===== config.mk =====
export PLATFORM = sky130hd
export DESIGN_NAME = clock_divider_prog_flat
export DESIGN_NICKNAME = d
export VERILOG_FILES = /design/src/rtl/clock_divider_prog_if.sv /design/src/rtl/clock_divider_prog.sv /design/src/flat_wrapper.sv
export SDC_FILE = /design/constraint.sdc
export NUM_CORES = 1
export LEC_CHECK = 0
export ABC_AREA = 1
export BUFFER_PORTS_ARGS = -buffer_cell sky130_fd_sc_hd__buf_2
export CORE_MARGIN = 2
export CORE_UTILIZATION = 58
export CTS_CLUSTER_DIAMETER = 200
export DETAILED_ROUTE_END_ITERATION = 8
export PLACE_DENSITY = 0.82
export SYNTH_ARGS = -nofsm -noshare
export SYNTH_HDL_FRONTEND = slang
export SYNTH_SLANG_ARGS = --single-unit

===== constraint.sdc =====
create_clock -name Clock -period 2.4 [get_ports Clock]
set_clock_uncertainty 0.05 [all_clocks]
set_input_delay 0.36 -clock Clock [delete_from_list [all_inputs] [get_ports Clock]]
set_output_delay 0.36 -clock Clock [all_outputs]
set_load 0.05 [all_outputs]

===== src/rtl/clock_divider_prog_if.sv =====
// Control/status bundle for clock_divider_prog; High exists only when DIVIDER_DUTY_PROG_EN is defined.
interface clock_divider_prog_if #(
  parameter int WIDTH = 8
);
  logic             Enable;
  logic             Sel;
  logic [WIDTH-1:0] Div;
`ifdef DIVIDER_DUTY_PROG_EN
  logic [WIDTH-1:0] High;
`endif
  logic             ClockOut;
  logic             Tick;
  logic             Pending;

`ifdef DIVIDER_DUTY_PROG_EN
  modport master (output Enable, Sel, Div, High, input ClockOut, Tick, Pending);
  modport slave  (input Enable, Sel, Div, High, output ClockOut, Tick, Pending);
`else
  modport master (output Enable, Sel, Div, input ClockOut, Tick, Pending);
  modport slave  (input Enable, Sel, Div, output ClockOut, Tick, Pending);
`endif
endinterface


===== src/rtl/clock_divider_prog.sv =====
// Programmable glitch-free clock divider: ClockOut/Tick registered, changes applied only at period boundaries.
// Latency: ClockOut rises one edge after Enable is sampled; DIVIDER_DUTY_PROG_EN adds a programmable high time.
module clock_divider_prog #(
  parameter int WIDTH = 8,
  parameter int DIV_A = 4
) (
  input logic              Clock,
  input logic              nReset,
  clock_divider_prog_if.slave bus
);
  localparam int               PRE_I   = (DIV_A < 2) ? 2 : DIV_A;
  localparam logic [WIDTH-1:0] PRESET  = PRE_I[WIDTH-1:0];
  localparam int               PRE_HI  = (PRE_I + 1) / 2;
  localparam logic [WIDTH-1:0] PRESET_H = PRE_HI[WIDTH-1:0];

  typedef enum logic {ST_IDLE, ST_RUN} state_t;

  state_t           state;
  logic [WIDTH-1:0] cnt, activen, activeh;
  logic             clk_q, tick_q, pend_q;

  logic [WIDTH-1:0] raw, reqn, hreq, cnt_inc;
  logic             at_end, do_load, go_idle;

  always_comb begin
    raw  = bus.Sel ? bus.Div : PRESET;
    reqn = (raw < WIDTH'(2)) ? WIDTH'(2) : raw;
`ifdef DIVIDER_DUTY_PROG_EN
    // High time must leave at least one low cycle in the period
    if (bus.High < WIDTH'(1))
      hreq = WIDTH'(1);
    else if (bus.High > reqn - WIDTH'(1))
      hreq = reqn - WIDTH'(1);
    else
      hreq = bus.High;
`else
    hreq = (reqn >> 1) + {{(WIDTH-1){1'b0}}, reqn[0]};
`endif
  end

  assign cnt_inc = cnt + WIDTH'(1);
  assign at_end  = (state == ST_RUN) && (cnt == activen - WIDTH'(1));
  assign do_load = bus.Enable && ((state == ST_IDLE) || at_end);
  assign go_idle = !bus.Enable && ((state == ST_IDLE) || at_end);

  always_ff @(posedge Clock) begin
    if (!nReset) begin
      state   <= ST_IDLE;
      cnt     <= '0;
      activen <= PRESET;
      activeh <= PRESET_H;
      clk_q   <= 1'b0;
      tick_q  <= 1'b0;
      pend_q  <= 1'b0;
    end else if (do_load) begin
      state   <= ST_RUN;
      cnt     <= '0;
      activen <= reqn;
      activeh <= hreq;
      clk_q   <= 1'b1;
      tick_q  <= 1'b1;
      pend_q  <= 1'b0;
    end else if (go_idle) begin
      state  <= ST_IDLE;
      cnt    <= '0;
      clk_q  <= 1'b0;
      tick_q <= 1'b0;
      pend_q <= 1'b0;
    end else begin
      // mid-period: the running period is frozen, only Pending tracks the request
      cnt    <= cnt_inc;
      clk_q  <= (cnt_inc < activeh);
      tick_q <= 1'b0;
      pend_q <= (reqn != activen) || (hreq != activeh);
    end
  end

  assign bus.ClockOut = clk_q;
  assign bus.Tick     = tick_q;
  assign bus.Pending  = pend_q;
endmodule


===== src/flat_wrapper.sv =====
// flat-port wrapper written by rule: the top's interface ports become plain ports
module clock_divider_prog_flat 
#(
  parameter int WIDTH = 8,
  parameter int DIV_A = 4
)
  (Clock, nReset, bus_Enable, bus_Sel, bus_Div, bus_ClockOut, bus_Tick, bus_Pending);
  clock_divider_prog_if #(.WIDTH(WIDTH)) bus_i ();
  input logic Clock;
  input logic nReset;
  input wire logic [$bits(bus_i.Enable)-1:0] bus_Enable;
  input wire logic [$bits(bus_i.Sel)-1:0] bus_Sel;
  input wire logic [$bits(bus_i.Div)-1:0] bus_Div;
  output wire logic [$bits(bus_i.ClockOut)-1:0] bus_ClockOut;
  output wire logic [$bits(bus_i.Tick)-1:0] bus_Tick;
  output wire logic [$bits(bus_i.Pending)-1:0] bus_Pending;
  assign bus_i.Enable = bus_Enable;
  assign bus_i.Sel = bus_Sel;
  assign bus_i.Div = bus_Div;
  assign bus_ClockOut = bus_i.ClockOut;
  assign bus_Tick = bus_i.Tick;
  assign bus_Pending = bus_i.Pending;
  clock_divider_prog #(.WIDTH(WIDTH), .DIV_A(DIV_A)) u_core (.Clock(Clock), .nReset(nReset), .bus(bus_i));
endmodule

Word-level counts from Yosys, hierarchy flattened
Cells that the tools add are included.
W data, S select, Z words.
- add/subtract/negate cells: 3
- multipliers: 0
- div/mod/pow operators: 0
- magnitude comparators: 2
- eq/ne operators: 3
- shift operators: 0
- muxes and demuxes: 7
- bitwise operators: 2
- reduce and logical (&&, ||, !) cells: 8
- operators with widths (cell ; count):
    $mux W8 ; 2
    $ne A8 B8 Y1 ; 2
    $add A7 B1 Y8 ; 1
    $add A8 B1 Y8 const B ; 1
    $eq A8 B8 Y1 ; 1
    $lt A8 B2 Y1 const B ; 1
    $lt A8 B8 Y1 ; 1
    $sub A8 B1 Y8 const B ; 1
    $mux W1 ; 5
    $logic_and A1 B1 Y1 ; 3
    $reduce_or A3 Y1 ; 1
    $logic_or A1 B1 Y1 ; 2
    $not A1 Y1 ; 2
    $reduce_bool A2 Y1 ; 1
    $logic_not A1 Y1 ; 1
- flip-flop bits (word level): 28
- bits in latches: 0
- bits in writable memories: 0
- ROM bits: 0
- bits of input ports: 12
- logic and storage cells: 32
- memories: 0

Longest topological paths before layout
Gate-level depths: netlist of the first run.
- depth after elaboration: 7
- depth in mapped cells: 17
- depth with buffers taken out: 17

Least setup slack after synthesis of the first run
No wires, ideal clock.
- path kind: input-to-reg
- start: input port bus_Sel
- end: register u_core.pend_q, in the netlist u_core.bus.Pending
- data arrival time: 1.902 ns
- data required time: 2.231 ns
- path slack: 0.330 ns
- stages on the path: 16
- buffers on the path: 1
- cells stage by stage: buf_4 nand2_1 nand4_1 nand2_1 ha_1 inv_1 nor2_1 nand2_1 nand2_1 nand2_1 nand2_1 nand2_1 nor2_1 nand3_1 nor2_1 nor2_1
- word-level cells in the longest chain between the ends: 6
- ends and longest elaborated chain (what ; line ; source):
    start, declared ; flat_wrapper.sv:12 ; input wire logic [$bits(bus_i.Sel)-1:0] bus_Sel;
    $mux W8 (*) ; clock_divider_prog.sv:26 ; raw = bus.Sel ? bus.Div : PRESET;
    $lt A8 B2 Y1 ; clock_divider_prog.sv:27 ; reqn = (raw < WIDTH'(2)) ? WIDTH'(2) : raw;
    $mux W8 (*) ; clock_divider_prog.sv:27 ;
    named net u_core.reqn[1] ; clock_divider_prog.sv:22 ; logic [WIDTH-1:0] raw, reqn, hreq, cnt_inc;
    $add A7 B1 Y8 ; clock_divider_prog.sv:37 ; hreq = (reqn >> 1) + {{(WIDTH-1){1'b0}}, reqn[0]};
    $ne A8 B8 Y1 ; clock_divider_prog.sv:74 ; pend_q <= (reqn != activen) || (hreq != activeh);
    $logic_or A1 B1 Y1 (*) ; clock_divider_prog.sv:74 ;
    end signal, assigned ; clock_divider_prog.sv:74 ;
    end, declared ; clock_divider_prog.sv:20 ; logic clk_q, tick_q, pend_q;
Mark *: on every way through the listed nets, which the timed path passes. The rest lies on a longest branch.
A chain may end at the register's enable or synchronous reset.

Worst setup path in the final report of the first run
- start: register u_core.activen[0]
- end: register u_core.activeh[4]
- word-level cells in the longest chain between the ends: 5
- ends and longest elaborated chain (what ; line ; source):
    start, declared ; clock_divider_prog.sv:19 ; logic [WIDTH-1:0] cnt, activen, activeh;
    start signal, assigned ; clock_divider_prog.sv:58 ; activen <= reqn;
    $sub A8 B1 Y8 ; clock_divider_prog.sv:42 ; assign at_end = (state == ST_RUN) && (cnt == activen - WIDTH'(1));
    $eq A8 B8 Y1 ; clock_divider_prog.sv:42 ;
    $logic_and A1 B1 Y1 ; clock_divider_prog.sv:42 ;
    $logic_or A1 B1 Y1 ; clock_divider_prog.sv:43 ; assign do_load = bus.Enable && ((state == ST_IDLE) || at_end);
    $logic_and A1 B1 Y1 ; clock_divider_prog.sv:43 ;
    end signal, assigned ; clock_divider_prog.sv:59 ; activeh <= hreq;
    end, declared ; clock_divider_prog.sv:19 ;
Every way passes these cells.

==> results of run 1 <==
-- power by group through the flow --
| stage | Sequential (uW) | Clock (uW) | Combinational [uW] |
|---|---|---|---|
| 2_1_floorplan | 540 | 0 | 236 |
| 3_3_place_gp | 534 | 0 | 304 |
| 3_5_place_dp | 535 | 0 | 311 |
| 4_1_cts | 525 | 388 | 314 |
| 5_1_grt | 530 | 407 | 361 |
| 6_report | 526 | 377 | 318 |
-- placed cells by master (no fill, tap or decap) --
| cell type | instances |
|---|---|
| nor3_1 | 3 |
| a21oi_1 | 19 |
| nand2_8 | 1 |
| bufinv_16 | 1 |
| inv_2 | 3 |
| nor2_1 | 40 |
| nor3_2 | 1 |
| nand3b_1 | 1 |
| nor2_4 | 1 |
| ha_1 | 11 |
| o21ai_0 | 4 |
| nand3_2 | 11 |
| nand4_1 | 6 |
| dfxtp_1 | 28 |
| xor2_1 | 13 |
| nand2_1 | 98 |
| nand2_2 | 2 |
| buf_4 | 7 |
| nand3_1 | 38 |
| inv_1 | 45 |
| xnor2_1 | 3 |
| buf_2 | 14 |
| clkbuf_8 | 3 |
| nor2_2 | 2 |
| nor4_1 | 1 |
-- sequential cells by signal (all words and copies together), names as in the netlist --
register / count
u_core.bus.ClockOut: 1
u_core.activeh: 8
u_core.bus.Tick: 1
u_core.activen: 8
u_core.cnt: 8
u_core.state: 1
u_core.bus.Pending: 1
-- final cells by class --
class	count	area (um2)
clock buffers	3	41.29
multi-input cells	255	1344
repair buffers	21	122.6
inverters	48	180.2
fillers	345	1267
clock inverters	1	30.03
flip-flops and latches	28	560.5
well taps	48	60.06
-- worst max-delay path: cells and delay by family (launching register included) --
kind | cells | cell delay [ns]
DFF | 1 | 0.42
adders and majority gates | 1 | 0.31
buffers and inverters | 3 | 0.35
and+or+nand+nor | 10 | 0.92
-- stage by stage --
step	worst slack [ns]	instances	cell area, um2
6_report	0.2551	404	2338
3_3_place_gp	0.1699	400	2253
5_1_grt	0.001123	404	2338
4_1_cts	0.2116	404	2325
2_1_floorplan	0.3297	341	2138
3_5_place_dp	0.1330	400	2253
-- layer usage --
| metal | GRT usage, % | vias up |
|---|---|---|
| met5 | 0 | - |
| met4 | 7.181 | 0 |
| met3 | 4.340 | 8 |
| met2 | 43.81 | 33 |
| met1 | 32.19 | 949 |
| li1 | - | 1106 |
-- kinds of logic (layout without fill, tap and decap cells) --
family / Yosys count / count (layout)
AND/OR/NAND/NOR: 205 / 205
flip-flops: 28 / 28
XOR/XNOR: 16 / 16
adder cells (fa/ha/maj): 11 / 11
AO/OA/AOI/OAI: 23 / 23
buffers and inverters: 58 / 73
-- path summary, 6_finish.rpt --
path / start / endpoint / slack (ns) / cells past startpoint
setup / recovery: u_core.activen[0] / u_core.activeh[4] / 0.26 / 14
hold / removal: nReset / u_core.activeh[1] / 0.42 / 2
setup reg to reg: u_core.activen[0] / u_core.activeh[4] / 0.26 / 14
hold reg to reg: u_core.activeh[7] / u_core.activeh[7] / 0.42 / 2
==> reports/metrics.cfg, run 1 <==
[critical_path]
cp-start-kind=flop
worstPathMaxFanout=18
crit_chain=inv_2, ha_1, inv_1, nand2_1, nand2_1, nor2_1, nand4_1, nor2_1, nand2_2, nand2_8, buf_4, nand3_2, nand2_1, nor2_1
path_class=reg -> reg
crit_path_top_delay_cell=dfxtp_1
end_kind=flop
cp.arrival_ns=2.28
required_ns=2.53
crit_path_max_incr_delay_ns=0.42

[final_layout]
syn_to_final_growth_pct=9.362
fin_util_pct=64.85
final_nets=380
drive_gt1_share_pct=12.92
num_antenna_cells=0

[clock_network]
cts_tree=built
post_cts_buffers=0
htree_num_levels=1
clock_path_buffers=2
clock-sinks=28
cts-root-buf=clkbuf_8
clk_pin_slew_ns=0.10
clkLatencyLatePin_ns=0.28
cts.repair.resized=0
numCtsBuffers=3
cts_hold_buf=0

[detailed_routing]
vias_per_cell=5.188
wl_um=4911
wl_met1_um=2269
antenna_left=0
drc=0
vias=2096
drtIter0Drc=109
routed-wl-met2_um=2375
met3_wirelength_um=192
highest_layer=met4
avgRoutedWirePerCell_um=12.16
drtPass1Iterations=4

[timing]
fin_crit_sh_pct=89.37
slew_headroom_pct=73.78
period_needed_ns=2.145
hold_viol=0
rsz0062_at_grt=false
max_freq_mhz=466.2
setup_violations=0
fin_tns_setup_ns=0
maxSlewViolCount=0
worst_pin_slew_ns=0.3933
hold_slack_ns=0.4164

[yosys]
synth_edf_count=0
ys_seq_area_share_pct=26.21
synthXorXnorAreaFrac_pct=6.554
ys_top_cells_by_count=nand2_1, inv_1, nor2_1, nand3_1, dfxtp_1
synthMuxAreaShare_pct=0
avgSynthCellArea_um2=6.271
ys.flop_type=dfxtp_1
synth_most_common_cell=nand2_1
ys_types=24
yosys.area.top_type=dfxtp_1
synth-compound-area-share_pct=5.383
syn_nets=364
synthCells=341
synth_area_mm2=0.002138
synth-adder-area-share_pct=6.437
synth_top_area_share_pct=26.21
synth_area_leaders=dfxtp_1, nand2_1, nand3_1, inv_1, nor2_1
async_flop_share_pct=0
ys_warn_count=0
synth_simple_gate_area_share_pct=43.83
synth_top_family_by_area=simple AND/OR/NAND/NOR gates
ys_ff_latch=28

[place]
dp_hpwl_um=3799
portBuffers=14
place.gp.congestion=0.9625

[die]
start_util_pct=59.30
row_count=22
die-area_mm2=0.004189
coreArea_mm2=0.003606
dieWidth_um=64.72
ios=15
die_y_um=64.72

[power_and_ir_drop]
ir_drop_uv=438.2
p_sw_uw=387.3
p_comb_share_pct=26.0
p_int_uw=833.2
powerDensity_mw_per_mm2=521.9
leakagePower_uw=0.001233
clockPowerShare_pct=30.9
p_seq_share_pct=43.1
netSwitchingFraction_pct=31.73
power_uw=1221

[global_route]
overflow=0
grt_max_degree=21
grt_usage_pct=25.32
grt_pass1_vias=1864
grt_pass1_wl_um=8224
antenna_found_initial=0

[job]
max_cap_violations=0

[worst_hold_path]
hp-class=in -> reg

[status]
outcome=finished clean

Power figures use the tool's default switching activity.
==> inputs of run 2 (changes only) <==
SETUP_SLACK_MARGIN = 0.4   (was unset)
==> run 2 against run 1 <==
Against the previous run: die area did not move; critical path type unchanged; via count grew 9.5%; core utilization grew 8.8 points; sequential share of layout area fell by 2.4 points; design area up 14%; combinational power is 20% higher; largest power group unchanged; highest routed layer unchanged; critical path depth shrank 2; hold slack got worse by 0.0076 ns; register-to-register slack better by 0.07 ns.
==> reports/metrics.cfg, run 2 (synthesis gave the netlist of run 1 again) <==
[die]
dieWidth_um=64.72
die_y_um=64.72
ios=15
die-area_mm2=0.004189
coreArea_mm2=0.003606
row_count=22
start_util_pct=59.30

[detailed_routing]
drtPass1Iterations=6
drc=0
avgRoutedWirePerCell_um=14.61
drtIter0Drc=173
wl_um=6077
vias=2296
antenna_left=0
vias_per_cell=5.519

[final_layout]
fillers=279
num_antenna_cells=0
final_nets=392
drive_gt1_share_pct=26.36
final_common_cell=nand2_1
syn_to_final_growth_pct=24.17
final_cell_area_mm2=0.002655
final_cell_mix=nand2_1, inv_1, nor2_1, nand3_1, dfxtp_1
fin_util_pct=73.63
biggestRegsByFlops=u_core.activeh x8, u_core.activen x8, u_core.cnt x8

[timing]
rsz0062_at_grt=true
hold_viol=0
period_needed_ns=2.075
fin_crit_sh_pct=86.46
setup_violations=0
slew_headroom_pct=75.02
max_freq_mhz=481.9
fin_tns_setup_ns=0
maxSlewViolCount=0
worst_pin_slew_ns=0.3747

[critical_path]
startpoint=u_core.cnt[1]
endpoint=u_core.bus.ClockOut
timing.rr.end=u_core.bus.ClockOut
end_kind=flop
required_ns=2.54
reg2regPathDepth=12
r2r_slack_ns=0.32
worstPathMaxFanout=3
path_class=reg -> reg
regToRegStartpoint=u_core.cnt[1]
cp-start-kind=flop
cp.arrival_ns=2.22

[place]
portBuffers=14
dpl-instance-area_mm2=0.002243
place.gp.congestion=0.9799
dp_hpwl_um=3672

[clock_network]
numCtsBuffers=3
htree_num_levels=1
clock-sinks=28
clkLatencyLatePin_ns=0.29
cts-root-buf=clkbuf_8
cts_tree=built
cts_hold_buf=0
clock_path_buffers=2
clk_pin_slew_ns=0.10

[worst_hold_path]
hp-class=in -> reg

[global_route]
use_met2_pct=43.56
busiest_layer=met2
grt_pass1_vias=1878
grt_pass1_wl_um=8273
antenna_found_initial=0
grt_usage_pct=25.14
grt_max_degree=21
overflow=0
met1_usage_pct=31.83
use_met3_pct=3.299

[job]
max_cap_violations=0

[power_and_ir_drop]
powerDensity_mw_per_mm2=489.8
ir_drop_uv=440.4
netSwitchingFraction_pct=33.38
p_int_uw=866.4
p_comb_share_pct=29.5
p_sw_uw=434.1
clockPowerShare_pct=30.2
leakagePower_uw=0.001339
p_seq_share_pct=40.4

[status]
outcome=finished clean

==> run 2: changes by cell type in the layout (fill, tap and decap cells not counted), moves of 5 or more <==
cell / previous run / this run
ha_1: 11 / 5
nand2_2: 2 / 11
nand2_1: 98 / 88
buf_4: 7 / 17
ha_4: 0 / 5
inv_1: 45 / 40
==> run 2: power groups by stage <==
stage | clock, uW | sequential, uW | combinational, uW
6_report | 393 | 525 | 383
5_1_grt | 411 | 527 | 421
3_5_place_dp | 0 | 535 | 307
3_3_place_gp | 0 | 534 | 302
2_1_floorplan | 0 | 540 | 237
4_1_cts | 387 | 525 | 325
==> run 2: worst min path at each step <==
stage | to | from | depth (start not counted) | slack, ns
final | u_core.activeh[1] | nReset | 2 | 0.41
after CTS | u_core.activen[2] | nReset | 2 | 0.39
after detailed placement | u_core.activeh[7] | u_core.activeh[7] | 2 | 0.41
after floorplan | u_core.cnt[0] | u_core.cnt[0] | 1 | 0.39
after global routing | u_core.activen[2] | nReset | 2 | 0.42
after global placement | u_core.activeh[7] | u_core.activeh[7] | 2 | 0.41
==> run 2: critical path, stage by stage (launching register included) <==
cell and delay [ns]:
dfxtp_2 0.36, inv_1 0.08, nor3_4 0.21, xor2_1 0.27, inv_1 0.13, ha_4 0.30
nand2_2 0.05, o21ai_2 0.10, nand3_1 0.11, a21oi_2 0.15, o21ai_1 0.08, nand2_1 0.06
nand2_1 0.04
==> run 2: cell type report <==
cell class                      instances  area, um2  share of cell area (%)
Clock buffer                            3      41.29                   1.555
Clock inverter                          1      30.03                   1.131
Inverter                               48      187.7                   7.069
Multi-Input combinational cell        255       1506                   56.74
Sequential cell                        28      573.1                   21.58
Tap cell                               48      60.06                   2.262
Timing Repair Buffer                   33      256.5                   9.661
==> run 2: through the flow <==
| step | setup slack, ns | hold WS, ns | std cells | power (uW) |
|---|---|---|---|---|
| 2_1_floorplan | 0.4093 | 0.3908 | 341 | 777.0 |
| 3_3_place_gp | 0.1010 | 0.4064 | 398 | 836.4 |
| 3_5_place_dp | 0.05817 | 0.4074 | 398 | 842.5 |
| 4_1_cts | 0.4112 | 0.3939 | 405 | 1237 |
| 5_1_grt | 0.1960 | 0.4239 | 416 | 1359 |
| 6_report | 0.3250 | 0.4089 | 416 | 1301 |
==> run 2: repair_timing <==
item / 4_1_cts / 5_1_grt
resized for setup: 12 / 49
setup endpoints to repair: 13 / 20
pin swaps: 4 / 25
cloned: 0 / 0
hold endpoints to repair: 0 / 0
buffers inserted: 3 / 11
==> run 2: per-layer routing <==
metal  share of wire, %  vias to the layer above
li1                   -                     1128
met1                 41                     1041
met2                 50                      103
met3                6.7                       24
met4                3.1                        0
met5                  0                        -
